--- src/rtl/mux_sel_pkg.sv ---
// Shared types and select encodings for the 2:1 output-mux arbiter and its mux-side checks.
package mux_sel_pkg;

    typedef enum logic [1:0] {
        IDLE  = 2'd0,
        GNT_A = 2'd1,
        GNT_B = 2'd2
    } state_e;

    localparam logic SEL_A = 1'b1;
    localparam logic SEL_B = 1'b0;

endpackage

--- src/rtl/mux_sel_arbiter_if.sv ---
// Request/grant bundle between the two requesters and the mux arbiter.
interface mux_sel_arbiter_if;

    logic i_a_req;
    logic i_a_last;
    logic o_a_gnt;
    logic i_b_req;
    logic i_b_last;
    logic o_b_gnt;
    logic o_sel;
    logic o_busy;

    // master: requester/parent side; slave: the arbiter
    modport master (
        output i_a_req, i_a_last, i_b_req, i_b_last,
        input  o_a_gnt, o_b_gnt, o_sel, o_busy
    );

    modport slave (
        input  i_a_req, i_a_last, i_b_req, i_b_last,
        output o_a_gnt, o_b_gnt, o_sel, o_busy
    );

endinterface

--- src/rtl/mux_sel_beat_cnt.sv ---
// Saturating beat counter for the current grant; at_max_c flags the fairness-timeout beat.
module mux_sel_beat_cnt #(
    parameter int unsigned MAX_HOLD = 16
) (
    input  logic clk,
    input  logic rst_n,
    input  logic clr,
    input  logic inc,
    output logic at_max_c
);

    localparam int unsigned CNT_W = $clog2(MAX_HOLD);
    localparam logic [CNT_W-1:0] CNT_MAX = CNT_W'(MAX_HOLD - 1);

    logic [CNT_W-1:0] cnt;

    always_ff @(posedge clk or negedge rst_n) begin
        if (!rst_n) begin
            cnt <= '0;
        end else if (clr) begin
            cnt <= '0;
        end else if (inc && !at_max_c) begin
            cnt <= cnt + CNT_W'(1);
        end
    end

    assign at_max_c = (cnt == CNT_MAX);

endmodule

--- src/rtl/mux_sel_arbiter.sv ---
// Round-robin two-requester arbiter driving the shared 2:1 mux select, with burst lock and timeout.
// Optional checks compiled in with MUX_SEL_ARBITER_ASSERT_EN.
module mux_sel_arbiter
    import mux_sel_pkg::*;
#(
    parameter int unsigned MAX_HOLD  = 16,
    parameter logic        RESET_SEL = 1'b0
) (
    input logic               i_clk,
    input logic               i_rst_n,
    mux_sel_arbiter_if.slave  bus
);

    state_e state;
    state_e state_nxt;
    logic   prio;
    logic   prio_nxt;
    logic   a_gnt;
    logic   b_gnt;
    logic   sel;
    logic   busy;
    logic   cnt_clr;
    logic   cnt_inc;
    logic   at_max_c;
    logic   rel;

    mux_sel_beat_cnt #(
        .MAX_HOLD (MAX_HOLD)
    ) u_beat_cnt (
        .clk      (i_clk),
        .rst_n    (i_rst_n),
        .clr      (cnt_clr),
        .inc      (cnt_inc),
        .at_max_c (at_max_c)
    );

    // Next-state, priority and counter control; a granted requester that drops req releases without a beat
    always_comb begin
        state_nxt = state;
        prio_nxt  = prio;
        cnt_clr   = 1'b0;
        cnt_inc   = 1'b0;
        rel       = 1'b0;
        case (state)
            IDLE: begin
                if (bus.i_a_req && (!bus.i_b_req || !prio)) begin
                    state_nxt = GNT_A;
                end else if (bus.i_b_req) begin
                    state_nxt = GNT_B;
                end
            end
            GNT_A: begin
                if (!bus.i_a_req || bus.i_a_last || (at_max_c && bus.i_b_req)) begin
                    rel = 1'b1;
                end else begin
                    cnt_inc = 1'b1;
                end
                if (rel) begin
                    cnt_clr   = 1'b1;
                    prio_nxt  = 1'b1;
                    state_nxt = bus.i_b_req ? GNT_B : IDLE;
                end
            end
            GNT_B: begin
                if (!bus.i_b_req || bus.i_b_last || (at_max_c && bus.i_a_req)) begin
                    rel = 1'b1;
                end else begin
                    cnt_inc = 1'b1;
                end
                if (rel) begin
                    cnt_clr   = 1'b1;
                    prio_nxt  = 1'b0;
                    state_nxt = bus.i_a_req ? GNT_A : IDLE;
                end
            end
            default: begin
                state_nxt = IDLE;
                cnt_clr   = 1'b1;
            end
        endcase
    end

    // Outputs are registered from the next state so sel moves on the very edge that raises the grant
    always_ff @(posedge i_clk or negedge i_rst_n) begin
        if (!i_rst_n) begin
            state <= IDLE;
            prio  <= 1'b0;
            a_gnt <= 1'b0;
            b_gnt <= 1'b0;
            busy  <= 1'b0;
            sel   <= RESET_SEL;
        end else begin
            state <= state_nxt;
            prio  <= prio_nxt;
            a_gnt <= (state_nxt == GNT_A);
            b_gnt <= (state_nxt == GNT_B);
            busy  <= (state_nxt != IDLE);
            if (state_nxt == GNT_A) begin
                sel <= SEL_A;
            end else if (state_nxt == GNT_B) begin
                sel <= SEL_B;
            end
        end
    end

    assign bus.o_a_gnt = a_gnt;
    assign bus.o_b_gnt = b_gnt;
    assign bus.o_sel   = sel;
    assign bus.o_busy  = busy;

`ifdef MUX_SEL_ARBITER_ASSERT_EN
    always_comb begin
        if (i_rst_n) begin
            a_no_x: assert final ((^{sel, a_gnt, b_gnt}) !== 1'bx)
                else $error("sel/grant unknown after reset");
            a_excl: assert final (!(a_gnt && b_gnt))
                else $error("both grants active");
            a_sel_a: assert final (!a_gnt || (sel == SEL_A))
                else $error("sel not on A while A granted");
            a_sel_b: assert final (!b_gnt || (sel == SEL_B))
                else $error("sel not on B while B granted");
        end
    end
`endif

endmodule

--- src/flat_wrapper.sv ---
// flat-port wrapper written by rule: the top's interface ports become plain ports
module mux_sel_arbiter_flat import mux_sel_pkg::*;
#(
    parameter int unsigned MAX_HOLD  = 16,
    parameter logic        RESET_SEL = 1'b0
)
  (i_clk, i_rst_n, bus_i_a_req, bus_i_a_last, bus_i_b_req, bus_i_b_last, bus_o_a_gnt, bus_o_b_gnt, bus_o_sel, bus_o_busy);
  mux_sel_arbiter_if bus_i ();
  input logic i_clk;
  input logic i_rst_n;
  input wire logic [$bits(bus_i.i_a_req)-1:0] bus_i_a_req;
  input wire logic [$bits(bus_i.i_a_last)-1:0] bus_i_a_last;
  input wire logic [$bits(bus_i.i_b_req)-1:0] bus_i_b_req;
  input wire logic [$bits(bus_i.i_b_last)-1:0] bus_i_b_last;
  output wire logic [$bits(bus_i.o_a_gnt)-1:0] bus_o_a_gnt;
  output wire logic [$bits(bus_i.o_b_gnt)-1:0] bus_o_b_gnt;
  output wire logic [$bits(bus_i.o_sel)-1:0] bus_o_sel;
  output wire logic [$bits(bus_i.o_busy)-1:0] bus_o_busy;
  assign bus_i.i_a_req = bus_i_a_req;
  assign bus_i.i_a_last = bus_i_a_last;
  assign bus_i.i_b_req = bus_i_b_req;
  assign bus_i.i_b_last = bus_i_b_last;
  assign bus_o_a_gnt = bus_i.o_a_gnt;
  assign bus_o_b_gnt = bus_i.o_b_gnt;
  assign bus_o_sel = bus_i.o_sel;
  assign bus_o_busy = bus_i.o_busy;
  mux_sel_arbiter #(.MAX_HOLD(MAX_HOLD), .RESET_SEL(RESET_SEL)) u_core (.i_clk(i_clk), .i_rst_n(i_rst_n), .bus(bus_i));
endmodule
--- config.mk ---
export PLATFORM = sky130hd
export DESIGN_NAME = mux_sel_arbiter_flat
export DESIGN_NICKNAME = d
export VERILOG_FILES = /design/src/rtl/mux_sel_pkg.sv /design/src/rtl/mux_sel_arbiter_if.sv /design/src/rtl/mux_sel_beat_cnt.sv /design/src/rtl/mux_sel_arbiter.sv /design/src/flat_wrapper.sv
export SDC_FILE = /design/constraint.sdc
export NUM_CORES = 1
export LEC_CHECK = 0
export ABC_AREA = 0
export BUFFER_PORTS_ARGS = -buffer_cell sky130_fd_sc_hd__buf_4
export CAP_MARGIN = 20
export CORE_UTILIZATION = 53
export DETAILED_ROUTE_END_ITERATION = 8
export GPL_ROUTABILITY_DRIVEN = 1
export GPL_TIMING_DRIVEN = 0
export PLACE_DENSITY = 0.86
export SETUP_SLACK_MARGIN = 0.15
export SYNTH_ARGS = -nofsm -noshare
export SYNTH_HDL_FRONTEND = slang
export SYNTH_HIERARCHICAL = 1
export SYNTH_SLANG_ARGS = --single-unit
--- constraint.sdc ---
create_clock -name i_clk -period 2.5 [get_ports i_clk]
set_input_delay 0.25 -clock i_clk [delete_from_list [all_inputs] [get_ports i_clk]]
set_output_delay 0.25 -clock i_clk [all_outputs]
set_load 0.01 [all_outputs]
# Word level (Yosys, flattened, before mapping)
# Cells that the tools add are included.
# W data, S select, Z words.
# classes
addsub	1
n_mul	0
div	0
magnitude_cmp	0
n_eq_ne	7
shifts	0
muxes	24
n_bitwise	0
reduce_logical	19
# op_table
operator	n
$mux W1	13
$mux W2	5
$mux W4	2
$reduce_bool A2 Y1	4
$pmux W2 S3	1
$logic_or A1 B1 Y1	5
$add A4 B1 Y4 const B	1
$eq A2 B1 Y1 const B	2
$eq A2 B2 Y1 const B	2
$eq A4 B4 Y1 const B	1
$logic_and A1 B1 Y1	4
$logic_not A1 Y1	4
$ne A2 B1 Y1 const B	2
$pmux W1 S2	2
$pmux W1 S3	1
$reduce_and A3 Y1	1
$logic_not A2 Y1	1
# totals
regBits	11
latch_bits	0
mem_bits_rw	0
romBits	0
input_bits	6
out_inout_bits	4
wordCells	58
n_memories	0

# Depth between registers and ports, before layout
# Gate-level depths: netlist of run 1.
# depth
depth_word	10
mapped_depth	8
mapped_depth_nobuf	8

# Hierarchy
# The synthesis of run 1 kept the hierarchy.
# by_module_without_submodules
module	instances	cells_per_inst	area_each_um2	seq_area_each_um2
mux_sel_arbiter	1	45	465.4	175.2
mux_sel_beat_cnt	1	20	229.0	100.1

# Least setup slack after synthesis of run 1
# Ideal clock, no wire load.
# synth_timing
kind	flip-flop to flip-flop
start	reg u_core.u_beat_cnt.cnt[0]
end	reg u_core.sel (netlist: u_core/bus.o_sel)
setup_ps	125
t_arrival_ps	1930
required_time_ps	2375
setup_slack_ps	445
stages_incl_launch_ff	8
path_buffers	0
synth_period_minus_slack_ps	2055
path_cell_list	dfrtp_1 > ha_1 > and3_4 > or2_0 > a32oi_1 > a2bb2oi_1 > ha_1 > mux2_2
# synth_via
elab_chain_cells	9
word_cells_on_any_way	16
classes_between	eq/ne (3); mux (8); reduce/logical (5)
# synth_lines
element	line_no	text
start: declaration	mux_sel_beat_cnt.sv:15	logic [CNT_W-1:0] cnt;
start signal: assignment	mux_sel_beat_cnt.sv:23	cnt <= cnt + CNT_W'(1);
$eq A4 B4 Y1 (*)	mux_sel_beat_cnt.sv:27	assign at_max_c = (cnt == CNT_MAX);
via u_core.at_max_c	mux_sel_arbiter.sv:24	logic at_max_c;
$logic_and A1 B1 Y1, on equally long branches	mux_sel_arbiter.sv:65, mux_sel_arbiter.sv:53	
$logic_or A1 B1 Y1, on equally long branches	mux_sel_arbiter.sv:65, mux_sel_arbiter.sv:53	
$mux W1, on equally long branches	mux_sel_arbiter.sv:65, mux_sel_arbiter.sv:53	
$mux W1	mux_sel_arbiter.sv:44	case (state)
$mux W2, on equally long branches	mux_sel_arbiter.sv:70, mux_sel_arbiter.sv:58	
$pmux W2 S3 (*)	mux_sel_arbiter.sv:44	
$eq A2 B1 Y1 / $eq A2 B2 Y1 (equally long branches)	mux_sel_arbiter.sv:98, mux_sel_arbiter.sv:100	
$mux W1 / $reduce_bool A2 Y1 (equally long branches)	-	
end signal: assignment	mux_sel_arbiter.sv:91	sel <= RESET_SEL;
end signal: assignment	mux_sel_arbiter.sv:99	sel <= SEL_A;
end signal: assignment	mux_sel_arbiter.sv:101	sel <= SEL_B;
end: declaration	mux_sel_arbiter.sv:20	logic sel;
# Mark *: on every way through the listed nets, which the timed path passes. The rest lies on a longest branch. The select of a mux whose other input is x is not followed.
# A chain may end at the register's enable or synchronous reset.

# Worst setup path after layout of run 1
# Ends and elaborated chain as after synthesis.

==> results of run 1 <==
[how the worst max path moves through the flow]
| stage | endpoint | slack, ns | depth (start not counted) |
|---|---|---|---|
| 5_1_grt | u_core/bus.o_sel$_DFFE_PN0P_ | 0.16 | 7 |
| 3_3_place_gp | u_core/bus.o_sel$_DFFE_PN0P_ | 0.33 | 7 |
| 3_5_place_dp | u_core/bus.o_sel$_DFFE_PN0P_ | 0.29 | 7 |
| 4_1_cts | u_core/bus.o_sel$_DFFE_PN0P_ | 0.29 | 7 |
| 6_report | u_core/bus.o_sel$_DFFE_PN0P_ | 0.29 | 7 |
| 2_1_floorplan | u_core/bus.o_sel$_DFFE_PN0P_ | 0.45 | 7 |
[kinds of logic after synthesis]
logic type | share of synthesized area, %
AO/OA/AOI/OAI | 15.86
flip-flops | 39.64
AND/OR/NAND/NOR | 20.72
multiplexers | 6.666
buffers and inverters | 2.703
adder cells (fa/ha/maj) | 14.41
[final cells by class]
type | instances | area share, %
tap | 14 | 2.147
inverter | 5 | 2.301
clock buffer | 4 | 3.221
multi-input combinational | 49 | 49.08
timing repair buffer | 10 | 9.509
sequential | 11 | 33.74
[power groups by stage]
| stage | sequential (W) | combinational (W) | clock (W) |
|---|---|---|---|
| 6_report | 0.000276 | 0.000413 | 0.000123 |
| 5_1_grt | 0.000283 | 0.000464 | 0.000136 |
| 4_1_cts | 0.000276 | 0.000416 | 0.000125 |
| 3_5_place_dp | 0.000278 | 0.000410 | 0 |
| 3_3_place_gp | 0.000276 | 0.000391 | 0 |
| 2_1_floorplan | 0.000284 | 0.000283 | 0 |
[routing by layer]
layer	vias to the layer above	part of all wire (%)	GRT usage, %
li1	262	-	-
met5	-	0	0
met3	2	2.7	5.814
met1	250	43	25.28
met4	0	1.8	11.61
met2	7	52	38.56
[cell usage in the layout (no fill, tap or decap), types with 2 or more instances in the layout]
master / count
or2_0: 2
ha_1: 8
o2bb2ai_1: 2
clkbuf_4: 3
o21ai_0: 2
dfrtp_1: 11
a21oi_1: 4
nor2_1: 4
mux2i_1: 2
nand2b_1: 7
inv_1: 5
a2bb2oi_1: 2
buf_4: 9
[flip-flops by register name (all words and copies together), names as in the netlist]
register               cells
u_core/u_beat_cnt/cnt      4
u_core/bus.o_a_gnt         1
u_core/state               2
u_core/prio                1
u_core/bus.o_busy          1
u_core/bus.o_b_gnt         1
u_core/bus.o_sel           1
[metrics by stage]
| step | utilization [%] | cells | worst slack [ns] | hold WS [ns] | power (W) |
|---|---|---|---|---|---|
| 2_1_floorplan | - | 65 | 0.4454 | -0.04559 | 0.0005674 |
| 3_3_place_gp | 67.42 | 88 | 0.3311 | 0.08690 | 0.0006673 |
| 3_5_place_dp | 67.42 | 88 | 0.2948 | 0.09196 | 0.0006881 |
| 4_1_cts | 70.56 | 93 | 0.2880 | 0.3428 | 0.0008171 |
| 5_1_grt | 70.56 | 93 | 0.1576 | 0.3539 | 0.0008833 |
| 6_report | 70.56 | 93 | 0.2907 | 0.3429 | 0.0008117 |
[worst reg2reg max path: cells and delay by family, from the launching register on]
family	cells	cell delay (ns)
compound gates	2	0.51
fa+ha+maj	2	0.51
flops	1	0.41
simple gates	2	0.40
mux	1	0.27
==> metrics.md, run 1 <==
| Metric | Value |
|---|---|
| Status | `finished clean` |
| Number of flops mapped to enable cells by yosys | `0` |
| Crit path max fanout | `6` |
| Data required, critical path | `2.66 ns` |
| Register area | `275.3 sq um` |
| 1st-pass router iterations | `4` |
| Worst path cell trace | `ha_1 > and3_4 > or2_0 > a32oi_1 > a2bb2oi_1 > ha_1 > mux2_2` |
| DP Area | `779.5 sq um` |
| CP peak stage delay | `0.41 ns` |
| Layout area overhead | `17.48%` |
| Kind of critical path | `flop to flop` |
| Root Buffer | `clkbuf_4` |
| Vias per cell | `5.602` |
| Grt total ovfl | `0` |
| Critical R2R Capture | `u_core/bus.o_sel$_DFFE_PN0P_` |
| Mapped Nets | `79` |
| Clock latency on the worst-skew pair | `0.27 ns` |
| Post-DP HPWL | `1031 um` |
| Sequential power share | `34.0%` |
| WP buf/inv | `0` |
| CP top delay family | `adder cells` |
| FF+latch count, synth | `11` |
| DRT antenna net count | `0` |
| Die height | `38.20 um` |
| Dominant synthesized flop cell | `dfrtp_1` |
| Share of cells above drive strength 1 | `22.78%` |
| Num CTS Buffers | `3` |
| Site row count | `12` |
| DR WL/cell | `14.26 um` |
| Clk slew on worst S/H paths | `0.07 ns` |
| Setup Skew | `0.001877 ns` |
| Final min period | `2.209 ns` |
| Mapped cell area | `694.4 sq um` |
| Final Setup Violations | `0` |
| Slew @ Worst Pin | `0.2751 ns` |
| Setup_tns | `0 ns` |
| Post-synthesis cell count | `65` |
| Setup bufs post-CTS | `0` |
| Critical path capture point type | `flop` |
| Max-Slew Margin vs Limit | `81.66%` |
| Yosys warns | `6` |
| Pwr per Cell Area | `995.0 mW/mm^2` |
| GP Congestion | `0.7813` |
| Vias | `521` |
| Vias in the first global route | `528` |
| Fin nets | `94` |
| Area occupied by multi-input gates | `400.4 sq um` |
| Total of max-cap violations | `0` |
| HP Class | `input pin to asynchronous set/reset pin` |
| Mean Syn Cell Area | `10.68 sq um` |
| Initial antenna violation count | `0` |
| Asr flop ratio synth | `100.0%` |
| Boundary Pins | `10` |
| Logic pwr share | `50.8%` |
| Total wire length | `1326 um` |
| Fillers | `76` |
| R2r worst-path depth | `7` |
| CTS tree | `built` |
| Worst Setup Start Kind | `flop` |
| H-tree levels | `1` |
| Hold bufs inserted after CTS | `1` |
| Post-CTS resize count | `0` |
| Clk sinks | `11` |
| First-pass GRT wire length | `2180 um` |
| Core Region | `0.001156 sq mm` |
| Peak VDD IR | `0.5826 mV` |
| CP dominant cell by count | `ha_1` |
| Setup crit start | `u_core/u_beat_cnt/cnt[0]$_DFFE_PN0P_` |
| Top cell type's share of synthesized area | `39.64%` |
| Pint | `0.0005013 W` |
| Leak | `0.3939 nW` |
| Slew Viols, Final | `0` |
| Sw frac | `38.24%` |
| CP arrival | `2.37 ns` |
| Biggest area consumer among synthesized cells | `dfrtp_1` |
| Ratio of final minimum period to clock period | `88.37%` |
| DRC | `0` |
| Fmax | `452.6 MHz` |
| Most common cell in the netlist | `dfrtp_1` |
| Largest net degree at the start of global routing | `12` |
| Register-to-register setup slack | `0.29 ns` |
| RSZ-0062 raised after global routing | `false` |
| Hold Violations, Final | `0` |
| Ranking of synthesized cells by area | `dfrtp_1 40%, ha_1 14%, nand2b_1 6.3%, a21oi_1 2.9%, mux2i_1 2.9%` |
| CP max-delay cell | `dfrtp_1` |
| Buffer levels on the longest clock path | `2` |
| DR iter-0 viols | `6` |
| Clock network power share | `15.1%` |
| RR Startpoint | `u_core/u_beat_cnt/cnt[0]$_DFFE_PN0P_` |
| Die ar. | `0.001459 sq mm` |
| Port buffer count | `9` |
| Netlist cell types | `27` |
| Die X | `38.20 um` |
| Starting Density | `60.06%` |
| NetSw | `0.0003104 W` |
| Seq/Total Area, Yosys | `39.64%` |
| Post-synth top cells | `11 x dfrtp_1, 8 x ha_1, 7 x nand2b_1` |
| Final instance area | `815.8 sq um` |
| GRT Resource Usage Total | `22.48%` |
| Ant diodes | `0` |
Note: power is estimated with default switching activity, not from simulation.
==> run 2, diff against run 1 <==
--- a/config.mk
+++ b/config.mk
@@ -5,14 +5,14 @@
 export SDC_FILE = /design/constraint.sdc
 export NUM_CORES = 1
 export LEC_CHECK = 0
-export ABC_AREA = 0
+export ABC_AREA = 1
 export BUFFER_PORTS_ARGS = -buffer_cell sky130_fd_sc_hd__buf_4
 export CAP_MARGIN = 20
-export CORE_UTILIZATION = 53
+export CORE_UTILIZATION = 30
 export DETAILED_ROUTE_END_ITERATION = 8
 export GPL_ROUTABILITY_DRIVEN = 1
 export GPL_TIMING_DRIVEN = 0
-export PLACE_DENSITY = 0.86
+export PLACE_DENSITY = 0.58
 export SETUP_SLACK_MARGIN = 0.15
 export SYNTH_ARGS = -nofsm -noshare
 export SYNTH_HDL_FRONTEND = slang
==> run 2 against run 1 <==
Maximum frequency grew 3.6%. Combinational power fell by 3%. First-iteration DRC count increased by 33%. Synthesized cell count grew 32%. Critical path type unchanged. Largest cell class unchanged. Utilization shrank 32 points. Largest power group unchanged. Count of clock-buffer cells in the layout down 1.
==> metrics.md, run 2 <==
| Metric | Value |
|---|---|
| Worst Setup Start Kind | `flop` |
| Seq/Total Area, Yosys | `39.71% (+0.072 points)` |
| Post-synth top cells | `29 x nand2_1, 11 x dfrtp_1, 11 x inv_1` |
| Data required, critical path | `2.66 ns (about the same)` |
| Critical path capture point type | `flop` |
| Vias | `591 (+13%)` |
| Commonest non-fill, non-tap cells in the layout | `29 x nand2_1, 11 x buf_4, 11 x inv_1, 11 x dfrtp_1, 9 x nand3_1` |
| Pwr per Cell Area | `941.1 mW/mm^2 (-5.4%)` |
| Total of max-cap violations | `0 (unchanged)` |
| HP Class | `input pin to asynchronous set/reset pin` |
| Register name with the most flops | `u_core/u_beat_cnt/cnt` |
| Leading cell type in the layout, fill and taps excluded | `nand2_1` |
| Mapped cell area | `693.2 sq um (-0.18%)` |
| Boundary Pins | `10 (unchanged)` |
| Fin util | `38.72% (-32 points)` |
| Mapped Nets | `100 (+27%)` |
| Starting Density | `31.64% (-28 points)` |
| R2r worst-path depth | `11 (+4)` |
| 1st-pass router iterations | `4 (unchanged)` |
| Ranking of synthesized cells by area | `dfrtp_1 40%, nand2_1 16%, ha_1 14%, nand3_1 6.5%, inv_1 6.0%` |
| CP arrival | `2.29 ns (-0.08 ns)` |
| Vias per cell | `4.546 (-19%)` |
| Biggest area consumer among synthesized cells | `dfrtp_1` |
| Die height | `50.07 um (+31%)` |
| Largest register FFs | `4 (unchanged)` |
| Dominant synthesized flop cell | `dfrtp_1` |
| Slew @ Worst Pin | `0.1775 ns (-0.09755 ns)` |
| Sequential power share | `34.5% (+0.5 points)` |
| Buffer levels on the longest clock path | `2 (unchanged)` |
| Setup Skew | `0.002329 ns (+0.0004525 ns)` |
| Ant diodes | `0 (unchanged)` |
| Clock latency on the worst-skew pair | `0.27 ns (about the same)` |
| Fmax | `468.8 MHz (+3.6%)` |
| Fillers | `229 (+200%)` |
| RSZ-0062 raised after global routing | `false` |
| GRT Resource Usage Total | `12.49% (-10 points)` |
| Register-to-register setup slack | `0.37 ns (+0.08 ns)` |
| Number of flops mapped to enable cells by yosys | `0 (unchanged)` |
| Crit path max fanout | `4 (-2)` |
| Slew Viols, Final | `0 (unchanged)` |
| Site row count | `17 (+5)` |
| Fin nets | `117 (+24%)` |
| DRC | `0 (unchanged)` |
| Logic pwr share | `50.3% (-0.5 points)` |
| Kind of critical path | `flop to flop` |
| Final Setup Violations | `0 (unchanged)` |
| Port buffer count | `9 (unchanged)` |
| Root Buffer | `clkbuf_4` |
| Final min period | `2.133 ns (-0.07625 ns)` |
| Post-synthesis cell count | `86 (+32%)` |
| DRT antenna net count | `0 (unchanged)` |
| Register area | `275.3 sq um (unchanged)` |
| Critical R2R Capture | `u_core/bus.o_sel$_DFFE_PN0P_` |
| # placed instances | `123 (+40%)` |
| FF+latch count, synth | `11 (unchanged)` |
| Asr flop ratio synth | `100.0% (unchanged)` |
| Clk sinks | `11 (unchanged)` |
| H-tree levels | `1 (unchanged)` |
| Num CTS Buffers | `3 (unchanged)` |
| Mean Syn Cell Area | `8.060 sq um (-25%)` |
| Leak | `0.4857 nW (+23%)` |
| Most common cell in the netlist | `nand2_1` |
| Die ar. | `0.002507 sq mm (+72%)` |
| Fin cells | `130 (+40%)` |
| Max-Slew Margin vs Limit | `88.16% (+6.5 points)` |
| Sw frac | `40.02% (+1.8 points)` |
| Die X | `50.07 um (+31%)` |
| RR Startpoint | `u_core/u_beat_cnt/cnt[0]$_DFFE_PN0P_` |
| Pint | `0.0004789 W (-4.5%)` |
| Top cell type's share of synthesized area | `39.71% (+0.072 points)` |
| Grt total ovfl | `0 (unchanged)` |
| Clk slew on worst S/H paths | `0.07 ns (about the same)` |
| Netlist cell types | `16 (-41%)` |
| Post-CTS resize count | `0 (unchanged)` |
| Biggest registers after layout | `u_core/u_beat_cnt/cnt: 4 flops, u_core/state: 2 flops` |
| WHS | `0.3427 ns (-0.0001830 ns)` |
| Status | `finished clean` |
| Core Region | `0.002191 sq mm (+90%)` |
| GP Congestion | `0.7259 (-7.1%)` |
| DR WL/cell | `9.908 um (-31%)` |
| Vias in the first global route | `604 (+14%)` |
| Share of cells above drive strength 1 | `21.57% (-1.2 points)` |
| Hold Violations, Final | `0 (unchanged)` |
| Peak VDD IR | `0.4959 mV (-15%)` |
| CTS tree | `built` |
| Total wire length | `1288 um (-2.9%)` |
| Setup_tns | `0 ns (unchanged)` |
| Yosys warns | `6 (unchanged)` |
| First-pass GRT wire length | `2346 um (+7.6%)` |
| Ratio of final minimum period to clock period | `85.32% (-3.1 points)` |
| NetSw | `0.0003195 W (+2.9%)` |
| Clock network power share | `15.3% (+0.2 points)` |
| Layout area overhead | `22.38%` |
| Post-DP HPWL | `1023 um (-0.78%)` |
| Initial antenna violation count | `0 (unchanged)` |
| Area occupied by multi-input gates | `369.1 sq um (-7.8%)` |
| DR iter-0 viols | `8 (+2)` |
| Largest net degree at the start of global routing | `12 (unchanged)` |
run 2: cell types whose count changed after synthesis, sizes merged, moves of 3 or more:
| cell | delta |
|---|---|
| nand2b | -7 |
| inv | +8 |
| nand4 | +3 |
| nand3 | +9 |
| nand2 | +29 |
run 2: timing repair:
item / 4_1_cts / 5_1_grt
endpoints found under the setup margin: 0 / 1
hold buffers: 1 / 0
hold endpoints to repair: 11 / 0
setup buffers: 0 / 2
run 2: per-stage QoR:
stage / instance area, sq um / setup slack (ns) / power [W]
after CTS: 833.3 / 0.3357 / 0.0007912
after global placement: 795.8 / 0.4256 / 0.0006539
after global routing: 848.3 / 0.1860 / 0.0008826
after floorplan: 693.2 / 0.5650 / 0.0005466
final: 848.3 / 0.3670 / 0.0007983
after detailed placement: 795.8 / 0.3490 / 0.0006621
run 2: routing by layer:
metal | vias to the layer above | GRT usage, % | part of all wire (%)
met1 | 279 | 12.33 | 42
met3 | 0 | 5.556 | 3.3
met4 | 0 | 2.857 | 0
met2 | 7 | 23.33 | 54
li1 | 305 | - | -
met5 | - | 0 | 0
run 2: critical path: stages, from the launching register on:
cell,delay [ns]
dfrtp_1,0.41
ha_1,0.25
nand3_1,0.09
inv_1,0.06
nand2_1,0.09
nand4_1,0.13
nand2_1,0.12
nand2_1,0.09
nand2_1,0.08
nand2_1,0.09
ha_1,0.29
mux2_2,0.32
run 2: final cells by class:
| cell class | count | share of cell area [%] |
|---|---|---|
| multi-input cells | 62 | 43.51 |
| flip-flops and latches | 11 | 32.45 |
| repair buffers | 12 | 10.91 |
| inverters | 13 | 5.752 |
| well taps | 28 | 4.130 |
| clock buffers | 3 | 2.655 |
| clock inverters | 1 | 0.5900 |
run 2: power by group through the flow:
stage	combinational, W	sequential (W)	clock [W]
floorplan	0.000261	0.000285	0
global placement	0.000373	0.000281	0
finish	0.000401	0.000275	0.000122
detailed placement	0.000380	0.000282	0
CTS	0.000382	0.000279	0.000130
global route	0.000458	0.000283	0.000141
run 2: cells by family (layout without fill, tap and decap cells):
| logic type | Yosys count | in the layout | share of synthesized area, % |
|---|---|---|---|
| fa+ha+maj | 8 | 8 | 14.44 |
| compound gates | 4 | 4 | 4.514 |
| mux | 1 | 1 | 1.624 |
| flops | 11 | 11 | 39.71 |
| simple gates | 48 | 48 | 31.41 |
| xor+xnor | 1 | 1 | 1.264 |
| buf+inv | 13 | 29 | 7.040 |
run 2: how the worst max path moves through the flow:
stage / from / endpoint / slack [ns]
after global placement: u_core/u_beat_cnt/cnt[0]$_DFFE_PN0P_ / u_core/bus.o_sel$_DFFE_PN0P_ / 0.43
after floorplan: u_core/u_beat_cnt/cnt[0]$_DFFE_PN0P_ / u_core/bus.o_sel$_DFFE_PN0P_ / 0.57
final: u_core/u_beat_cnt/cnt[0]$_DFFE_PN0P_ / u_core/bus.o_sel$_DFFE_PN0P_ / 0.37
after global routing: u_core/u_beat_cnt/cnt[0]$_DFFE_PN0P_ / u_core/bus.o_sel$_DFFE_PN0P_ / 0.19
after detailed placement: u_core/u_beat_cnt/cnt[0]$_DFFE_PN0P_ / u_core/bus.o_sel$_DFFE_PN0P_ / 0.35
after CTS: u_core/u_beat_cnt/cnt[0]$_DFFE_PN0P_ / u_core/bus.o_sel$_DFFE_PN0P_ / 0.34
==> run 3, diff against run 2 <==
--- a/config.mk
+++ b/config.mk
@@ -8,11 +8,11 @@
 export ABC_AREA = 1
 export BUFFER_PORTS_ARGS = -buffer_cell sky130_fd_sc_hd__buf_4
 export CAP_MARGIN = 20
-export CORE_UTILIZATION = 30
+export CORE_UTILIZATION = 41
 export DETAILED_ROUTE_END_ITERATION = 8
 export GPL_ROUTABILITY_DRIVEN = 1
 export GPL_TIMING_DRIVEN = 0
-export PLACE_DENSITY = 0.58
+export PLACE_DENSITY = 0.71
 export SETUP_SLACK_MARGIN = 0.15
 export SYNTH_ARGS = -nofsm -noshare
 export SYNTH_HDL_FRONTEND = slang
==> run 3 against run 2 <==
Maximum frequency up 2.0%. Worst hold slack better by 0.0021 ns. Design area down 3.5%. Final cell count down 11%. Count of clock-buffer cells in the layout unchanged. Setup slack improved by 0.041 ns. Non-clock buffer count down 2. Clock skew decreased by 0.0018 ns. First-iteration DRC count is 100% higher. Critical path depth unchanged. Largest cell class unchanged. Register-to-register slack improved by 0.04 ns.
==> metrics.md, run 3 (synthesis gave the netlist of run 2 again) <==
| Metric | Value |
|---|---|
| DP Area | `780.7 sq um (-1.9%)` |
| Setup crit start | `u_core/u_beat_cnt/cnt[0]$_DFFE_PN0P_` |
| CTS tree | `built` |
| Pint | `0.0004611 W (-3.7%)` |
| DR iter-0 viols | `16 (+8)` |
| Ant diodes | `0 (unchanged)` |
| Worst path cell trace | `ha_1 > nand3_1 > inv_1 > nand2_1 > nand4_1 > nand2_1 > nand2_1 > nand2_1 > nand2_1 > ha_1 > mux2_2` |
| Critical path depth | `11 (unchanged)` |
| R2r worst-path depth | `11 (unchanged)` |
| Core Region | `0.001541 sq mm (-30%)` |
| Clock latency on the worst-skew pair | `0.27 ns (about the same)` |
| Fin util | `53.08% (+14 points)` |
| Final instance area | `818.3 sq um (-3.5%)` |
| Total of max-cap violations | `0 (unchanged)` |
| Starting Density | `44.97% (+13 points)` |
| Final min period | `2.092 ns (-0.04126 ns)` |
| Clk sinks | `11 (unchanged)` |
| Biggest registers after layout | `u_core/u_beat_cnt/cnt: 4 flops, u_core/state: 2 flops` |
| Ratio of final minimum period to clock period | `83.67% (-1.7 points)` |
| Fin nets | `115 (-1.7%)` |
| Total wire length | `1161 um (-9.9%)` |
| Layout area overhead | `18.05%` |
| Largest net degree at the start of global routing | `12 (unchanged)` |
| Grt total ovfl | `0 (unchanged)` |
| CP arrival | `2.25 ns (-0.04 ns)` |
| DRT antenna net count | `0 (unchanged)` |
| Crit path max fanout | `5 (+1)` |
| RSZ-0062 raised after global routing | `false` |
| Sequential power share | `36.0% (+1.5 points)` |
| 1st-pass router iterations | `4 (unchanged)` |
| Status | `finished clean` |
| Worst Setup Start Kind | `flop` |
| Register-to-register setup slack | `0.41 ns (+0.04 ns)` |
| Register name with the most flops | `u_core/u_beat_cnt/cnt` |
| Post-DP HPWL | `904.8 um (-12%)` |
| NetSw | `0.0003121 W (-2.3%)` |
| CP max-delay cell | `dfrtp_1` |
| Pwr per Cell Area | `944.9 mW/mm^2 (+0.41%)` |
| Share of cells above drive strength 1 | `20.00% (-1.6 points)` |
| Root Buffer | `clkbuf_4` |
| DRC | `0 (unchanged)` |
| HP Class | `input pin to asynchronous set/reset pin` |
| Die X | `43.12 um (-14%)` |
| Initial antenna violation count | `0 (unchanged)` |
| Fillers | `150 (-34%)` |
| Leak | `0.4750 nW (-2.2%)` |
| WHS | `0.3449 ns (+0.002131 ns)` |
| Site row count | `14 (-3)` |
| CP peak stage delay | `0.42 ns (about the same)` |
| Critical path capture point type | `flop` |
| Slew @ Worst Pin | `0.1762 ns (-0.001378 ns)` |
| Leading cell type in the layout, fill and taps excluded | `nand2_1` |
| RR Startpoint | `u_core/u_beat_cnt/cnt[0]$_DFFE_PN0P_` |
| Setup Skew | `0.0005693 ns (-0.001760 ns)` |
| Fmax | `478.1 MHz (+2.0%)` |
| Kind of critical path | `flop to flop` |
| Num CTS Buffers | `3 (unchanged)` |
| WP buf/inv | `1 (unchanged)` |
| Largest register FFs | `4 (unchanged)` |
| Post-CTS resize count | `0 (unchanged)` |
| Setup_tns | `0 ns (unchanged)` |
| Data required, critical path | `2.66 ns (about the same)` |
| Die height | `43.12 um (-14%)` |
| H-tree levels | `1 (unchanged)` |
| Max-Slew Margin vs Limit | `88.26% (+0.092 points)` |
| Port buffer count | `9 (unchanged)` |
| Buffer levels on the longest clock path | `2 (unchanged)` |
| Clock network power share | `15.7% (+0.4 points)` |
| Slew Viols, Final | `0 (unchanged)` |
| First-pass GRT wire length | `1959 um (-16%)` |
| Boundary Pins | `10 (unchanged)` |
| DR WL/cell | `10.01 um (+1.0%)` |
| Clk slew on worst S/H paths | `0.07 ns (about the same)` |
| Vias in the first global route | `490 (-19%)` |
| CP dominant cell by count | `nand2_1` |
| GRT Resource Usage Total | `14.40% (+1.9 points)` |
| Vias | `560 (-5.2%)` |
| CP top delay family | `simple AND/OR/NAND/NOR gates` |
| Logic pwr share | `48.2% (-2.1 points)` |
| Final Setup Violations | `0 (unchanged)` |
| Sw frac | `40.37% (+0.35 points)` |
| GP Congestion | `0.7590 (+4.6%)` |
| Vias per cell | `4.828 (+6.2%)` |
| Peak VDD IR | `0.5453 mV (+10%)` |
| Commonest non-fill, non-tap cells in the layout | `29 x nand2_1, 11 x inv_1, 11 x dfrtp_1` |
| Hold Violations, Final | `0 (unchanged)` |
| Die ar. | `0.001859 sq mm (-26%)` |
| Setup bufs post-CTS | `0 (unchanged)` |
run 3: cell types whose count changed in the layout (fill, tap and decap cells not counted):
cell,delta
buf_4,-2
run 3: layer usage:
metal  routed length, um  track usage [%]
met5                   0                0
met1                 566            16.58
met3                  41            6.383
met4                   0            5.455
met2                 553            23.28
run 3: path summary, 6_finish.rpt:
path | end
setup reg to reg | u_core/bus.o_sel$_DFFE_PN0P_
min in group i_clk | u_core/prio$_DFFE_PN0P_
setup / recovery | u_core/bus.o_sel$_DFFE_PN0P_
hold reg to reg | u_core/bus.o_sel$_DFFE_PN0P_
hold / removal | u_core/prio$_DFFE_PN0P_
max in group asynchronous | u_core/state[0]$_DFF_PN0_
run 3: power by group through the flow:
stage               Sequential (W)  Clock, W  Combinational [W]
finish                    0.000279  0.000122           0.000373
CTS                       0.000279  0.000128           0.000374
global route              0.000287  0.000140           0.000425
detailed placement        0.000282         0           0.000371
floorplan                 0.000285         0           0.000261
global placement          0.000280         0           0.000370
run 3: through the flow:
step / power (W) / instances / worst slack (ns)
final: 0.0007732 / 116 / 0.4082
after global routing: 0.0008514 / 116 / 0.2541
after CTS: 0.0007809 / 116 / 0.4114
after detailed placement: 0.0006532 / 111 / 0.4225
after global placement: 0.0006505 / 111 / 0.4319
after floorplan: 0.0005466 / 86 / 0.5650
run 3: what timing repair did:
item | in CTS | in global routing
setup endpoints to repair | 0 | 0
hold buffers | 1 | 0
hold endpoints to repair | 11 | 0
run 3: worst register-to-register path, cell delays in order, from the launching register on:
cell and delay (ns):
dfrtp_1 0.42, ha_1 0.24, nand3_1 0.09, inv_1 0.06, nand2_1 0.09, nand4_1 0.12
nand2_1 0.11, nand2_1 0.09, nand2_1 0.08, nand2_1 0.07, ha_1 0.28, mux2_2 0.32
run 3: layout make-up:
| type | count | area (sq um) | area share (%) |
|---|---|---|---|
| Multi-Input combinational cell | 62 | 369.1 | 45.11 |
| Sequential cell | 11 | 275.3 | 33.64 |
| Timing Repair Buffer | 10 | 77.57 | 9.480 |
| Inverter | 13 | 48.80 | 5.963 |
| Clock buffer | 3 | 22.52 | 2.752 |
| Tap cell | 16 | 20.02 | 2.446 |
| Clock inverter | 1 | 5.005 | 0.6116 |
